<file path="config.mk">
export PLATFORM = sky130hd
export DESIGN_NAME = interp_coef_seq
export DESIGN_NICKNAME = d
export VERILOG_FILES = /design/src/rtl/interp_coef_seq.sv
export SDC_FILE = /design/constraint.sdc
export NUM_CORES = 1
export LEC_CHECK = 0
export CAP_MARGIN = 20
export CELL_PAD_IN_SITES_DETAIL_PLACEMENT = 1
export CELL_PAD_IN_SITES_GLOBAL_PLACEMENT = 2
export CORE_UTILIZATION = 40
export DETAILED_ROUTE_END_ITERATION = 10
export GPL_TIMING_DRIVEN = 0
export PLACE_DENSITY = 0.87
export SETUP_SLACK_MARGIN = 0.3
export SKIP_CTS_REPAIR_TIMING = 1
export SLEW_MARGIN = 20
export SYNTH_ARGS = -nofsm -noshare
export SYNTH_HDL_FRONTEND = slang
export SYNTH_SLANG_ARGS = --single-unit
</file>
<file path="constraint.sdc">
create_clock -name clk -period 2.9 [get_ports clk]
set_input_delay 0.58 -clock clk [delete_from_list [all_inputs] [get_ports clk]]
set_output_delay 0.58 -clock clk [all_outputs]
set_load 0.02 [all_outputs]
</file>
<file path="src/rtl/interp_coef_seq.sv">
// Read-side sequencer for the polyphase interpolation coefficient RAM (port 2).
// Sweeps every phase/tap address in order and streams coefficients over valid/ready.
module interp_coef_seq #(
    parameter int unsigned PHASES = 5,
    parameter int unsigned TAPS   = 8,
    parameter int unsigned ADDR_W = 6,
    parameter int unsigned DATA_W = 32
) (
    input  logic              clk,
    input  logic              reset_n,
    input  logic              start,
    input  logic              abort,
    output logic              busy,
    output logic [ADDR_W-1:0] ram_address,
    output logic              ram_chipselect,
    output logic              ram_write,
    output logic              ram_clken,
    input  logic [DATA_W-1:0] ram_readdata,
    output logic              out_valid,
    input  logic              out_ready,
    output logic [DATA_W-1:0] out_coef,
    output logic [2:0]        out_phase,
    output logic [2:0]        out_tap,
    output logic              out_last
);

    localparam int unsigned TAP_W      = (TAPS > 1) ? $clog2(TAPS) : 1;
    localparam int unsigned FIFO_DEPTH = 4;
    localparam int unsigned ENTRY_W    = DATA_W + 3 + 3 + 1;

    typedef enum logic [1:0] {
        StIdle,
        StRun,
        StDrain
    } state_e;

    state_e state_q, state_d;

    logic [2:0]       phase_q, phase_d;
    logic [TAP_W-1:0] tap_q, tap_d;

    logic             issue;
    logic             issue_last;
    logic [2:0]       credit;
    logic             push;
    logic             pop;

    // One-stage tag register travelling alongside the RAM read.
    logic             rd_pending_q;
    logic [2:0]       tag_phase_q;
    logic [TAP_W-1:0] tag_tap_q;
    logic             tag_last_q;

    logic [ENTRY_W-1:0] fifo_mem [FIFO_DEPTH];
    logic [1:0]         wr_ptr_q;
    logic [1:0]         rd_ptr_q;
    logic [2:0]         occ_q;
    logic [ENTRY_W-1:0] head;

    assign issue_last = (phase_q == 3'(PHASES - 1)) && (tap_q == TAP_W'(TAPS - 1));

    // Reserve FIFO room for the beat about to be issued and the one still in flight.
    assign credit = occ_q + {2'b00, rd_pending_q};
    assign issue  = (state_q == StRun) && !abort && (credit <= 3'd2);

    assign push = rd_pending_q && !abort;
    assign pop  = out_valid && out_ready;

    // ---------------------------------------------------------------- state register
    always_ff @(posedge clk or negedge reset_n) begin
        if (!reset_n) begin
            state_q <= StIdle;
        end else begin
            state_q <= state_d;
        end
    end

    // ---------------------------------------------------------------- next state
    always_comb begin
        state_d = state_q;
        if (abort) begin
            state_d = StIdle;
        end else begin
            unique case (state_q)
                StIdle:  if (start) state_d = StRun;
                StRun:   if (issue && issue_last) state_d = StDrain;
                StDrain: if (pop && out_last) state_d = StIdle;
                default: state_d = StIdle;
            endcase
        end
    end

    // ---------------------------------------------------------------- outputs
    always_comb begin
        busy           = (state_q != StIdle);
        ram_chipselect = issue;
        ram_address    = ADDR_W'({phase_q, tap_q});
        ram_write      = 1'b0;
        ram_clken      = 1'b1;
        out_valid      = (occ_q != 3'd0);
        out_coef       = '0;
        out_phase      = '0;
        out_tap        = '0;
        out_last       = 1'b0;
        if (out_valid) begin
            out_coef  = head[ENTRY_W-1 -: DATA_W];
            out_phase = head[6:4];
            out_tap   = head[3:1];
            out_last  = head[0];
        end
    end

    // ---------------------------------------------------------------- address counters
    always_comb begin
        phase_d = phase_q;
        tap_d   = tap_q;
        if (state_q == StIdle && start && !abort) begin
            phase_d = '0;
            tap_d   = '0;
        end else if (issue && !issue_last) begin
            tap_d = tap_q + 1'b1;
            if (tap_q == TAP_W'(TAPS - 1)) begin
                phase_d = phase_q + 1'b1;
            end
        end
    end

    always_ff @(posedge clk or negedge reset_n) begin
        if (!reset_n) begin
            phase_q <= '0;
            tap_q   <= '0;
        end else begin
            phase_q <= phase_d;
            tap_q   <= tap_d;
        end
    end

    // ---------------------------------------------------------------- read tags
    always_ff @(posedge clk or negedge reset_n) begin
        if (!reset_n) begin
            rd_pending_q <= 1'b0;
            tag_phase_q  <= '0;
            tag_tap_q    <= '0;
            tag_last_q   <= 1'b0;
        end else begin
            rd_pending_q <= issue;
            if (issue) begin
                tag_phase_q <= phase_q;
                tag_tap_q   <= tap_q;
                tag_last_q  <= issue_last;
            end
        end
    end

    // ---------------------------------------------------------------- output FIFO
    always_ff @(posedge clk or negedge reset_n) begin
        if (!reset_n) begin
            wr_ptr_q <= '0;
            rd_ptr_q <= '0;
            occ_q    <= '0;
        end else if (abort) begin
            wr_ptr_q <= '0;
            rd_ptr_q <= '0;
            occ_q    <= '0;
        end else begin
            if (push) wr_ptr_q <= wr_ptr_q + 1'b1;
            if (pop)  rd_ptr_q <= rd_ptr_q + 1'b1;
            unique case ({push, pop})
                2'b10:   occ_q <= occ_q + 1'b1;
                2'b01:   occ_q <= occ_q - 1'b1;
                default: occ_q <= occ_q;
            endcase
        end
    end

    // Storage needs no reset: outputs are masked while the FIFO is empty.
    always_ff @(posedge clk) begin
        if (push) begin
            fifo_mem[wr_ptr_q] <= {ram_readdata, tag_phase_q, 3'(tag_tap_q), tag_last_q};
        end
    end

    assign head = fifo_mem[rd_ptr_q];

endmodule

</file>
==> results of run 1 <==
==> sequential cells by signal, indices dropped and copies added (netlist names) <==
register	count
fifo_mem	156
occ_q	3
phase_q	3
rd_pending_q	1
rd_ptr_q	2
state_q	2
tag_last_q	1
tag_phase_q	3
tag_tap_q	3
tap_q	3
wr_ptr_q	2
==> layout make-up <==
type,instances,area [µm²],area share
sequential,179,5270,0.573
multi-input combinational,169,1820,0.198
timing repair buffer,101,1020,0.111
clock buffer,27,567,0.0616
tap,225,282,0.0306
buffer,20,186,0.0203
clock inverter,5,32.5,0.00354
inverter,6,22.5,0.00245
==> per-layer routing <==
layer	routed length, µm	GRT usage	part of all wire	vias up
met5	0	0	0	-
met4	230	0.0674	0.016	0
met3	432	0.0389	0.029	21
met2	7700	0.289	0.52	63
met1	6360	0.209	0.43	1893
li1	-	-	-	1684
==> cells by family after synthesis <==
kind of cell,Yosys count
DFF,179
buffers and inverters,26
other,2
AOI/OAI and AO/OA,18
adders and majority gates,11
and+or+nand+nor,88
xor gates and xnor gates,5
muxes,45
==> through the flow <==
stage               TNS [ps]  total power [W]   util  area (µm²)
finish                     0          0.00658  0.530        9190
global placement     -131380          0.00420  0.477        8270
detailed placement      -536          0.00423  0.482        8360
floorplan                  0          0.00370      -        7150
CTS                   -18650          0.00649  0.516        8960
global route           -9.06          0.00683  0.530        9190
==> placed cells by master (no fill, tap or decap), types with 5 or more instances in the layout <==
master / instances
sky130_fd_sc_hd__edfxtp_1: 156
sky130_fd_sc_hd__clkdlybuf4s50_1: 41
sky130_fd_sc_hd__mux4_2: 39
sky130_fd_sc_hd__clkbuf_2: 28
sky130_fd_sc_hd__and2_1: 27
sky130_fd_sc_hd__clkbuf_16: 25
sky130_fd_sc_hd__dfrtp_1: 19
sky130_fd_sc_hd__and2_4: 13
sky130_fd_sc_hd__buf_12: 11
sky130_fd_sc_hd__buf_4: 11
sky130_fd_sc_hd__buf_6: 11
sky130_fd_sc_hd__nand2_1: 11
sky130_fd_sc_hd__nor2_1: 10
sky130_fd_sc_hd__o21ai_0: 10
sky130_fd_sc_hd__ha_1: 10
sky130_fd_sc_hd__buf_2: 7
sky130_fd_sc_hd__inv_1: 6
sky130_fd_sc_hd__clkbuf_1: 5
sky130_fd_sc_hd__dlymetal6s2s_1: 5
==> power groups by stage <==
stage	logic (W)	registers, W	clock network [W]
after floorplan	0.000661	0.00303	0
after global placement	0.00116	0.00304	0
after detailed placement	0.00119	0.00304	0
after CTS	0.00120	0.00299	0.00230
after global routing	0.00143	0.00301	0.00239
final	0.00134	0.00299	0.00225
==> worst max-delay path, delay by kind of cell (launching register included) <==
family                   cells  cell delay [ps]
adder cells (fa/ha/maj)      2              460
flip-flops                   1              430
buffers and inverters        3              370
AND/OR/NAND/NOR              2              550
==> path summary, 6_finish.rpt <==
path	startpoint	end	depth (start not counted)
worst max-delay path	occ_q[0]$_DFFE_PN0P_	ram_chipselect	7
worst min-delay path	reset_n	tag_phase_q[0]$_DFFE_PN0N_	1
worst max register to register	occ_q[0]$_DFFE_PN0P_	occ_q[1]$_DFFE_PN0P_	8
worst min register to register	tag_tap_q[2]$_DFFE_PN0N_	fifo_mem[0][3]$_DFFE_PP_	0
max in group asynchronous	reset_n	occ_q[0]$_DFFE_PN0P_	1
min in group clk	tag_tap_q[2]$_DFFE_PN0N_	fifo_mem[0][3]$_DFFE_PP_	0
==> implementation parameters, run 1 <==
Parameter                              Value

Power and ir drop
  Highest ir drop seen on vdd    431 µV
  Power share of the sequential group    0.455
  Switching power as a share of total power    0.248
  Clock group share of total power    0.342
  P per Cell Area    716 mW/mm²
  Internal power    0.00495 W
  NetSw    approximately 0.0016 W
  Total leakage power    around 3.4 nW
  Proportion of power drawn by combinational gates    0.203

Cells and area
  Number of nets at the end of the flow    542
  Area delta synth->final    28.6%
  Ratio of cells with drive above 1 in the final layout    0.343
  Ant. Diodes    0
  Non-filler cells, final    732
  Fillers    1592

Clocking
  Clock tree from TritonCTS    done
  Clk pin slew, worst setup/hold paths    60 ps
  Clock insertion delay at the later pin of the skew report    around 430 ps
  Max H-tree Level    4
  Number of buffers inserted during clock tree synthesis    17
  Master cell of the clock root buffer    sky130_fd_sc_hd__clkbuf_16
  Clk sink count    approximately 180
  Maximum clock insertion buffer count    2

Floorplan
  Horizontal die dimension    136 µm
  Overall die height    approximately 140 µm
  Area of the die    0.0184 mm²
  Number of placement rows    48
  Standard cell core area    0.0174 mm²
  Effective utilization at floorplan    0.412
  I/O pin cnt    a little under 90

Synth
  Simple-Gate Fraction of Synth Area    0.0728
  Average footprint of a synthesized cell    19.1 µm²
  Post-synth cell types    40
  Total standard cell area after synthesis    0.00715 mm²
  Sequential-to-total area share from yosys stat    0.736
  Cell type contributing the most total cell area after synthesis    sky130_fd_sc_hd__edfxtp_1
  Mux cell area share after synthesis    0.132
  Combinational family with the most area after synthesis    multiplexers
  Number of nets produced by synthesis    about 420
  Area share of the largest cell type after synthesis    0.655
  Post-synthesis compound-gate area fraction    0.0154
  Number of synthesized register bits    approximately 180
  Ranking of synthesized cells by area    sky130_fd_sc_hd__edfxtp_1 (66%), sky130_fd_sc_hd__mux4_2 (12%), sky130_fd_sc_hd__dfrtp_1 (8.0%)
  Main flop type after synthesis    sky130_fd_sc_hd__edfxtp_1
  Adder and majority cell fraction of the synthesized area    0.0203
  Async set-or-reset flop fraction in the synthesized netlist    0.128
  Most common cell in the synthesized netlist    sky130_fd_sc_hd__edfxtp_1
  Post-synthesis share of cell area spent on xor and xnor gates    0.00612
  Count of synthesis-stage warnings from yosys    0
  Instance count of the mapped netlist    approximately 370
  Number of flops mapped to enable cells by yosys    156
  Commonest cells in the synthesized netlist    sky130_fd_sc_hd__edfxtp_1 (156), sky130_fd_sc_hd__and2_1 (43), sky130_fd_sc_hd__mux4_2 (39)

Timing
  Final Setup Violations    0
  Tightest hold margin    142 ps
  Relative slew slack    0.571
  Final critical-path required period    2820 ps
  Setup repair after global routing missed its margin    yes
  Portion of the clock cycle consumed by the worst path in the final layout    0.971
  Final slew viol count    0
  Hold Violations, Final    0
  Worst setup skew after layout    6.32 ps
  Max Clock Freq    roughly 350 MHz
  Worst slew pin tran    638 ps
  Crit path setup slack, layout    between 80 and 90 ps

Routing
  Antenna viol nets, final    0
  Post-Route WL    14.7 mm
  Vias    3661
  Vias per cell    5.00
  Initial drt markers    291
  DRC Markers    0
  WL per Instance    20.1 µm
  First-pass DRT Iterations    4

Global routing
  Vias in the first global route    4034
  Global-route congestion overflow total    0
  Wire length of the first global-routing pass    22.6 mm
  Largest net degree at the start of global routing    25
  Number of antenna violations at the first check in global routing    0
  GRT Overall Usage    0.170

Min path
  Hold Path Class    input port to async pin

Worst setup path
  Largest stage delay on the critical path    roughly 430 ps
  Crit path max fanout    10
  Worst path arrival time    2240 ps
  Setup crit end kind    primary output
  Register-to-register path setup slack    430 ps
  Kind of start point of the critical path    flip-flop
  Cell occurring most often along the worst timing path    sky130_fd_sc_hd__ha_1
  Type of the setup path with the least slack    flip-flop to primary output
  Cells along the critical path    ha_1 -> ha_1 -> and2_4 -> or3_4 -> buf_6 -> inv_1 -> buf_4
  Master of the slowest instance on the critical path    sky130_fd_sc_hd__dfrtp_2
  Crit path required time    2320 ps

Run
  Max-cap check violation count    0

Placed design
  Number of placed instances with taps included    a little under 700
  I/O Buffers    84
  Worst setup slack before clock tree synthesis    -434 ps
  Gp weighted congestion    roughly 0.75
  Detail Placement HPWL    between 9 and 10 mm

Outcome
  Result of the run    completed
Note: power is estimated with default switching activity, not from simulation.
==> run 2: changes to the inputs <==
CORE_MARGIN = 3   (was default)
GPL_TIMING_DRIVEN = default   (was 0)
==> run 2 against run 1 <==
  * Worst hold slack better by 380 ps
  * Sequential share of layout area down 0.40 points
  * Register-to-register slack better by 310 ps
  * Largest power group unchanged
  * Highest routed layer is now met5
==> implementation parameters, run 2 (synthesized netlist as in run 1, its figures left out) <==
Parameter                              Value

Outcome
  Result of the run    completed

Cells and area
  Fillers    around 1600
  Commonest non-fill, non-tap cells in the layout    sky130_fd_sc_hd__edfxtp_1 (156), sky130_fd_sc_hd__clkdlybuf4s50_1 (43), sky130_fd_sc_hd__mux4_2 (39), sky130_fd_sc_hd__and2_1 (39), sky130_fd_sc_hd__buf_4 (34)
  Largest register by flop count    fifo_mem
  Core Util, Final    0.531
  Ratio of cells with drive above 1 in the final layout    0.263
  Combined flip-flop and latch cell area    0.00526 mm²
  Number of nets at the end of the flow    roughly 540
  Ant. Diodes    0
  Multi-input gate area in the final layout    0.00178 mm²
  Fin area    0.00926 mm²
  Area delta synth->final    29.4%
  Number of flip-flops in the largest register    156
  Most common library cell in the layout ignoring fill and taps    sky130_fd_sc_hd__edfxtp_1

Floorplan
  Horizontal die dimension    140 µm
  Number of placement rows    48
  Overall die height    140 µm
  Effective utilization at floorplan    0.411
  Area of the die    about 0.02 mm²
  I/O pin cnt    87
  Standard cell core area    ~0.017 mm²

Timing
  Max Clock Freq    369 MHz
  Hold Violations, Final    0
  Portion of the clock cycle consumed by the worst path in the final layout    0.936
  Tightest hold margin    between 500 and 600 ps
  Final slew viol count    0
  Final Setup Violations    0
  Setup repair after global routing missed its margin    yes
  Final critical-path required period    2710 ps
  Worst setup skew after layout    about 8.4 ps

Worst setup path
  Type of the setup path with the least slack    flip-flop to primary output
  Startpoint of the worst-slack reg-to-reg timing path    occ_q[0]$_DFFE_PN0P_
  Largest stage delay on the critical path    ~450 ps
  Setup crit end kind    primary output
  Register-to-register path setup slack    740 ps
  Cells along the critical path    ha_1 -> ha_1 -> and2_0 -> or3_4 -> inv_1 -> dlymetal6s2s_1
  Worst Reg-to-Reg Cells    7
  Cell occurring most often along the worst timing path    sky130_fd_sc_hd__ha_1
  Crit path max fanout    6
  Reg-to-reg critical path endpoint    phase_q[1]$_DFFE_PN0P_
  Master of the slowest instance on the critical path    sky130_fd_sc_hd__dfrtp_2
  Critical Path Start    occ_q[0]$_DFFE_PN0P_
  Crit path required time    2320 ps
  Worst path arrival time    2130 ps
  Kind of start point of the critical path    flip-flop

Routing
  Initial drt markers    approximately 250
  Vias    approximately 3700
  Antenna viol nets, final    0
  First-pass DRT Iterations    6
  Vias per cell    5.11
  DRC Markers    0
  WL per Instance    20.2 µm
  Post-Route WL    14.8 mm

Min path
  Hold Path Class    input port to async pin

Clocking
  Clock tree from TritonCTS    done
  Maximum clock insertion buffer count    2
  Number of buffers inserted during clock tree synthesis    17
  Master cell of the clock root buffer    sky130_fd_sc_hd__clkbuf_16
  Clk pin slew, worst setup/hold paths    70 ps
  Clk sink count    179
  Clock insertion delay at the later pin of the skew report    420 ps
  Max H-tree Level    4

Global routing
  Number of antenna violations at the first check in global routing    1
  Wire length of the first global-routing pass    22.7 mm
  M2 GR Usage    0.262
  Met1 Resource Use GR    0.192
  Global route hottest layer    met2
  Global-route congestion overflow total    0
  Vias in the first global route    4107
  Fraction of met3 tracks used by global routing    0.0375
  Largest net degree at the start of global routing    44
  GRT Overall Usage    0.153

Power and ir drop
  Highest ir drop seen on vdd    458 µV
  P per Cell Area    between 700 and 800 mW/mm²
  Total leakage power    3.70 nW
  Total Power    0.00683 W

Placed design
  Gp weighted congestion    0.762
  I/O Buffers    84
  Detail Placement HPWL    8.96 mm
  Cell area reported after detailed placement    0.00839 mm²

Run
  Max-cap check violation count    0
==> run 2: stage by stage <==
stage,setup slack (ps),setup TNS (ps),std cells
floorplan,542,0,374
global placement,-142,-142,683
detailed placement,-151,-151,683
CTS,-252,-3590,714
global route,60.6,0,731
finish,186,0,731
==> run 2: metal layers <==
layer,routed length [µm],part of all wire
met5,20,0.0014
met4,149,0.010
met3,431,0.029
met2,7730,0.52
met1,6440,0.44
==> run 2: final cells by class <==
class,instances,area share
flip-flops and latches,179,0.569
multi-input cells,169,0.192
repair buffers,121,0.134
clock buffers,19,0.0468
well taps,225,0.0304
clock inverters,12,0.0254
inverters,6,0.00243
==> run 2: critical path, delay by kind of cell, from the launching register on <==
| kind | cells | cell delay [ps] |
|---|---|---|
| and+or+nand+nor | 2 | 520 |
| adders and majority gates | 2 | 450 |
| buffers and inverters | 2 | 290 |
| DFF | 1 | 450 |
==> run 2: report_power, final <==
part           switching, W  internal (W)  leakage (nW)
Combinational      0.000606      0.000643          1.66
Sequential        0.0000866       0.00291          1.72
Clock              0.000894       0.00169         0.324
Total               0.00159       0.00524          3.70
==> run 2: worst max-delay path by stage <==
stage,endpoint,slack [ps],depth (start not counted)
finish,ram_chipselect,190,6
detailed placement,ram_chipselect,-150,5
CTS,ram_chipselect,-250,6
global placement,ram_chipselect,-140,5
global route,ram_chipselect,60,6
floorplan,fifo_mem[0][0]$_DFFE_PP_,540,3
